===== config.mk =====
export PLATFORM = sky130hd
export DESIGN_NAME = mcs_wb_bridge_n
export DESIGN_NICKNAME = d
export VERILOG_FILES = /design/src/rtl/mcs_brg_pkg.sv /design/src/rtl/mcs_brg_timer.sv /design/src/rtl/mcs_wb_bridge_n.sv
export SDC_FILE = /design/constraint.sdc
export NUM_CORES = 1
export LEC_CHECK = 0
export CAP_MARGIN = 10
export CORE_UTILIZATION = 43
export DETAILED_ROUTE_END_ITERATION = 8
export GPL_ROUTABILITY_DRIVEN = 0
export GPL_TIMING_DRIVEN = 0
export PLACE_DENSITY = 0.95
export SYNTH_ARGS = -nofsm -noshare
export SYNTH_HDL_FRONTEND = slang
export SYNTH_SLANG_ARGS = --single-unit

===== constraint.sdc =====
create_clock -name clk -period 3.7 [get_ports clk]
set_input_delay 0.74 -clock clk [delete_from_list [all_inputs] [get_ports clk]]
set_output_delay 0.74 -clock clk [all_outputs]
set_load 0.01 [all_outputs]

===== src/rtl/mcs_brg_pkg.sv =====
// Shared types, constants and helpers for the MCS-to-Wishbone bridge.
package mcs_brg_pkg;

    typedef enum logic [1:0] {
        IDLE,
        BUS,
        DONE
    } brg_state_t;

    localparam logic [31:0] BRG_MISS_DATA    = 32'h0000_0000;
    localparam logic [31:0] BRG_TIMEOUT_DATA = 32'hFFFF_FFFF;

    // Width of the slave-select field taken from the top of the word address.
    function automatic int unsigned slave_bits(input int unsigned n);
        return (n <= 32'd2) ? 32'd1 : int'($clog2(n));
    endfunction

endpackage


===== src/rtl/mcs_brg_timer.sv =====
// Bus-cycle wait counter and saturating count of aborted (timed-out) cycles.
module mcs_brg_timer #(
    parameter int unsigned TIMEOUT_CYCLES = 255
) (
    input  logic       clk,
    input  logic       reset,
    input  logic       bus_start,
    input  logic       bus_active,
    input  logic       ack,
    output logic       expired,
    output logic [7:0] timeout_cnt
);

    logic [15:0] wait_cnt;

    always_ff @(posedge clk) begin
        if (reset || bus_start) begin
            wait_cnt <= '0;
        end else if (bus_active) begin
            wait_cnt <= wait_cnt + 16'd1;
        end
    end

    // Expires during the TIMEOUT_CYCLES-th cycle spent in BUS.
    assign expired = bus_active && (({1'b0, wait_cnt} + 17'd1) == 17'(TIMEOUT_CYCLES));

    always_ff @(posedge clk) begin
        if (reset) begin
            timeout_cnt <= '0;
        end else if (expired && !ack && (timeout_cnt != 8'hFF)) begin
            timeout_cnt <= timeout_cnt + 8'd1;
        end
    end

endmodule


===== src/rtl/mcs_wb_bridge_n.sv =====
// MCS I/O bus to N-slave Wishbone classic bridge with miss completion.
// Define MCS_BRG_TIMEOUT_EN to build the bus-timeout abort and timeout_cnt.
module mcs_wb_bridge_n
    import mcs_brg_pkg::*;
#(
    parameter logic [31:0] BRG_BASE       = 32'hc000_0000,
    parameter int unsigned N_SLAVES       = 2,
    parameter int unsigned ADDR_WIDTH     = 22,
    parameter int unsigned TIMEOUT_CYCLES = 255
) (
    input  logic                     clk,
    input  logic                     reset,
    input  logic                     io_addr_strobe,
    input  logic                     io_read_strobe,
    input  logic                     io_write_strobe,
    input  logic [3:0]               io_byte_enable,
    input  logic [31:0]              io_address,
    input  logic [31:0]              io_write_data,
    output logic [31:0]              io_read_data,
    output logic                     io_ready,
    output logic [N_SLAVES-1:0]      CYC_O,
    output logic                     STB_O,
    output logic                     WE_O,
    output logic [3:0]               SEL_O,
    output logic [ADDR_WIDTH-1:0]    ADDR_O,
    output logic [31:0]              DAT_O,
    input  logic [32*N_SLAVES-1:0]   DAT_I,
    input  logic [N_SLAVES-1:0]      ACK_I,
    output logic [7:0]               timeout_cnt
);

    localparam int unsigned SB = slave_bits(N_SLAVES);

    if (N_SLAVES == 0 || N_SLAVES > 8) begin : g_bad_n_slaves
        $error("mcs_wb_bridge_n: N_SLAVES must be 1..8");
    end
    if (TIMEOUT_CYCLES == 0 || TIMEOUT_CYCLES > 65535) begin : g_bad_timeout
        $error("mcs_wb_bridge_n: TIMEOUT_CYCLES must be 1..65535");
    end

    brg_state_t            state, state_n;
    logic                  miss_wait, miss_wait_n;
    logic [SB-1:0]         si, si_n, req_si;
    logic                  ready_n;
    logic [31:0]           rdata_n;
    logic [N_SLAVES-1:0]   cyc_n, req_onehot;
    logic                  stb_n, we_n;
    logic [3:0]            sel_n;
    logic [ADDR_WIDTH-1:0] addr_n;
    logic [31:0]           dat_n;
    logic                  req, win_hit, mapped, ack_sel, expired;
    logic [31:0]           rd_sel;
    logic                  unused_bits;

    assign req         = io_read_strobe | io_write_strobe;
    assign win_hit     = (io_address[31:24] == BRG_BASE[31:24]);
    assign req_si      = io_address[ADDR_WIDTH+1 -: SB];
    assign mapped      = ({{(32-SB){1'b0}}, req_si} < N_SLAVES);
    assign unused_bits = ^{io_addr_strobe, io_address[1:0]};

    always_comb begin
        ack_sel    = 1'b0;
        rd_sel     = '0;
        req_onehot = '0;
        for (int unsigned k = 0; k < N_SLAVES; k++) begin
            if (si == SB'(k)) begin
                ack_sel = ACK_I[k];
                rd_sel  = DAT_I[32*k +: 32];
            end
            req_onehot[k] = (req_si == SB'(k));
        end
    end

`ifdef MCS_BRG_TIMEOUT_EN
    mcs_brg_timer #(
        .TIMEOUT_CYCLES(TIMEOUT_CYCLES)
    ) u_timer (
        .clk        (clk),
        .reset      (reset),
        .bus_start  (state == IDLE && state_n == BUS),
        .bus_active (state == BUS),
        .ack        (ack_sel),
        .expired    (expired),
        .timeout_cnt(timeout_cnt)
    );
`else
    assign expired     = 1'b0;
    assign timeout_cnt = '0;
`endif

    // Misses spend an extra DONE cycle (miss_wait) so that their io_ready
    // lands in cycle 2, matching a zero-wait slave.
    always_comb begin
        state_n     = state;
        miss_wait_n = miss_wait;
        si_n        = si;
        ready_n     = 1'b0;
        rdata_n     = io_read_data;
        cyc_n       = CYC_O;
        stb_n       = STB_O;
        we_n        = WE_O;
        sel_n       = SEL_O;
        addr_n      = ADDR_O;
        dat_n       = DAT_O;
        unique case (state)
            IDLE: begin
                if (req) begin
                    addr_n = io_address[ADDR_WIDTH+1:2];
                    dat_n  = io_write_data;
                    sel_n  = io_byte_enable;
                    we_n   = io_write_strobe;
                    si_n   = req_si;
                    if (win_hit && mapped) begin
                        cyc_n   = req_onehot;
                        stb_n   = 1'b1;
                        state_n = BUS;
                    end else begin
                        rdata_n     = BRG_MISS_DATA;
                        miss_wait_n = 1'b1;
                        state_n     = DONE;
                    end
                end
            end
            BUS: begin
                if (ack_sel) begin
                    if (!WE_O) rdata_n = rd_sel;
                    cyc_n   = '0;
                    stb_n   = 1'b0;
                    ready_n = 1'b1;
                    state_n = DONE;
                end else if (expired) begin
                    rdata_n = BRG_TIMEOUT_DATA;
                    cyc_n   = '0;
                    stb_n   = 1'b0;
                    ready_n = 1'b1;
                    state_n = DONE;
                end
            end
            DONE: begin
                if (miss_wait) begin
                    miss_wait_n = 1'b0;
                    ready_n     = 1'b1;
                end else begin
                    state_n = IDLE;
                end
            end
            default: state_n = IDLE;
        endcase
    end

    always_ff @(posedge clk) begin
        if (reset) begin
            state        <= IDLE;
            miss_wait    <= 1'b0;
            si           <= '0;
            io_ready     <= 1'b0;
            io_read_data <= '0;
            CYC_O        <= '0;
            STB_O        <= 1'b0;
            WE_O         <= 1'b0;
            SEL_O        <= '0;
            ADDR_O       <= '0;
            DAT_O        <= '0;
        end else begin
            state        <= state_n;
            miss_wait    <= miss_wait_n;
            si           <= si_n;
            io_ready     <= ready_n;
            io_read_data <= rdata_n;
            CYC_O        <= cyc_n;
            STB_O        <= stb_n;
            WE_O         <= we_n;
            SEL_O        <= sel_n;
            ADDR_O       <= addr_n;
            DAT_O        <= dat_n;
        end
    end

endmodule


==> metrics.csv <==
metric,value,unit
status,"finished, final reports clean",
Crit path max-delay family,compound AO/OA/AOI/OAI gates,
Worst Setup SP,io_address[31],
wl on met1,6090,um
IO Pins,242,
largest net degree at the start of global routing,20,
Post-Place Setup Slack,0.882,ns
CP Capture Point,CYC_O[0]$_SDFFE_PP0P_,
post-CTS resize count,0,
CP Max Fanout,3,
met2 wire length,7790,um
leak pwr,2.57,nW
Hold Buf Count CTS,0,
Core Area,10200,sq um
share of post-route cells with drive strength above 1,0.0685,
min Tclk post-route,2.45,ns
worst clock skew,0.0223,ns
Num CTS Buffers,9,
vias in the first global route,4937,
postcts setup bufs,0,
global-route wire length before repair,24100,um
clock latency on the worst-skew pair,0.37,ns
final worst slack,1.25,ns
Worst Path Buf+Inv,1,
worst-case clock buffer depth,2,
uppermost layer routed,met4,
r2r endpoint,miss_wait$_SDFFE_PP0P_,
setup TNS,0,ns
DP HPWL,11800,um
RSZ-0062 raised after global routing,no,
final hold vios,0,
Reg2Reg Setup Slack,1.51,ns
"Seq/Total Area, Yosys",0.434,
total number of yosys warnings,0,
CP cell instances,clkdlybuf4s50_1 > nor4bb_1 > nand2_1 > a2111oi_2 > a22o_1,
nets,925,
DR iter-0 viols,297,
Syn Std Cell Area,4520,sq um
CP Data Required Time,4.00,ns
max-slew violations,0,
Crit path depth,5,
die area,10900,sq um
Die X,104,um
DR vias,5068,
crit start category,input port,
initial antenna violation count,0,
GRT Total Usage,0.275,
Yosys cell types,35,
Final ANT Viol Nets,0,
Max stage delay on crit path,0.60,ns
slew at the pin closest to its max-slew limit,0.727,ns
Final period util,0.663,
slew margin rel.,0.512,
final setup vio count,0,
CTS tree,done,
Clock Tree Root,clkbuf_8,
kind of critical path,in -> reg,
Area Growth Syn to Fin,60.0,%
"Avg Cell Area, Syn",8.42,sq um
Peak VDD IR,0.207,mV
Mapped Cells,536,
Cell Pwr Density,356,nW/um^2
Die H,104,um
Routed met3 length,903,um
# H-tree levels,3,
# DRC,0,
row count,37,
slowest stage cell on the critical path,a2111oi_2,
1st-pass router iterations,5,
Clock transition at path regs,0.10,ns
WL per Instance,16.7,um
gr ovfl total,0,
reg2reg start,state[0]$_SDFFE_PP0P_,
clock sink count,98,
Tightest Hold Check Type,reg -> reg,
final core occ,0.706,
# fillers,722,
WP data arrival,2.75,ns
#FFs+latches synth,98,
Antenna diodes,0,
Fmax,408,MHz
Routed WL,15400,um
Max-Cap Viols,0,
number of buffers added on ports,229,
initial core utilization,0.441,
R2R depth,8,
routed vias/inst,5.48,
Setup crit end kind,register,
-- Yosys cell counts, drive strengths merged --
cell / instances / area, sq um
nor4bb: 1 / 10.0
nand4bb: 1 / 11.3
buf: 33 / 236
a2111oi: 1 / 15.0
o21ai: 1 / 5.00
nor4: 1 / 6.26
a21oi: 63 / 315
a31oi: 32 / 200
and2b: 1 / 7.51
conb: 1 / 3.75
a211oi: 2 / 15.0
nor3b: 1 / 7.51
o32ai: 1 / 8.76
dfxtp: 98 / 1960
mux2i: 33 / 330
a2111o: 32 / 360
ha: 3 / 37.5
nand4: 1 / 6.26
clkbuf: 27 / 101
inv: 4 / 15.0
a22o: 2 / 17.5
nand2b: 1 / 6.26
or4: 1 / 11.3
mux2: 1 / 15.0
nand2: 153 / 574
a22oi: 2 / 28.8
a222oi: 1 / 10.0
a21o: 1 / 7.51
nand3: 32 / 160
o22ai: 1 / 12.5
nor2b: 1 / 6.26
nor2: 3 / 11.3
-- flip-flops by register name, summed over array words and instances (netlist names), 2 cells and up --
name,count
ADDR_O,22
CYC_O,2
DAT_O,32
SEL_O,4
io_read_data,32
state,2
-- report_power, final --
group          leakage, nW  internal [mW]  switching (mW)
clock network        0.110          0.332           0.422
registers            0.802           1.12          0.0352
logic                 1.66          0.339           0.329
total                 2.57           1.79           0.787
-- worst min path at each step --
stage	slack [ns]	startpoint	cells past startpoint	to
2_1_floorplan	0.46	state[0]$_SDFFE_PP0P_	2	state[0]$_SDFFE_PP0P_
3_3_place_gp	0.44	STB_O$_SDFFE_PP0P_	1	STB_O$_SDFFE_PP0P_
3_5_place_dp	0.44	STB_O$_SDFFE_PP0P_	1	STB_O$_SDFFE_PP0P_
4_1_cts	0.46	STB_O$_SDFFE_PP0P_	1	STB_O$_SDFFE_PP0P_
5_1_grt	0.48	STB_O$_SDFFE_PP0P_	1	STB_O$_SDFFE_PP0P_
6_report	0.46	STB_O$_SDFFE_PP0P_	1	STB_O$_SDFFE_PP0P_
-- cell families (layout without fill, tap and decap cells) --
family,Yosys count,in the layout,synth area share
AOI/OAI and AO/OA,139,139,0.221
buffers and inverters,64,309,0.0781
adders and majority gates,3,3,0.00831
DFF,98,98,0.434
other,1,8,0.000830
and+or+nand+nor,197,197,0.181
muxes,34,34,0.0765
-- layout by cell type, fill, tap and decap left out, drive strengths merged, types with 2 or more instances in the layout --
cell             n
a2111o          32
a211oi           2
a21oi           63
a22o             2
a22oi            2
a31oi           32
buf             33
clkbuf          36
clkdlybuf4s50  229
clkinv           4
conb             8
dfxtp           98
ha               3
inv              6
mux2i           33
nand2          153
nand3           32
nor2             3
-- metrics by stage --
step	cells	hold slack (ns)	area, sq um	power [mW]
6_report	924	0.461	7230	2.57
5_1_grt	924	0.477	7230	2.68
4_1_cts	924	0.462	7230	2.57
3_5_place_dp	908	0.443	7000	1.84
3_3_place_gp	908	0.439	7000	1.81
2_1_floorplan	543	0.463	4540	1.48
-- layout make-up --
type	instances	area, sq um	share of cell area
buffer	60	338	0.0468
clock buffer	9	124	0.0171
clock inverter	7	97.6	0.0135
inverter	4	15.0	0.00208
multi-input combinational	381	2230	0.308
sequential	98	1960	0.272
tap	136	170	0.0235
timing repair buffer	229	2290	0.317
-- routing by layer --
metal,track usage,up-vias
li1,-,2377
met1,0.323,2379
met2,0.489,261
met3,0.0351,51
met4,0.136,0
met5,0,-
No activity file was read; power rests on OpenSTA's default activity.
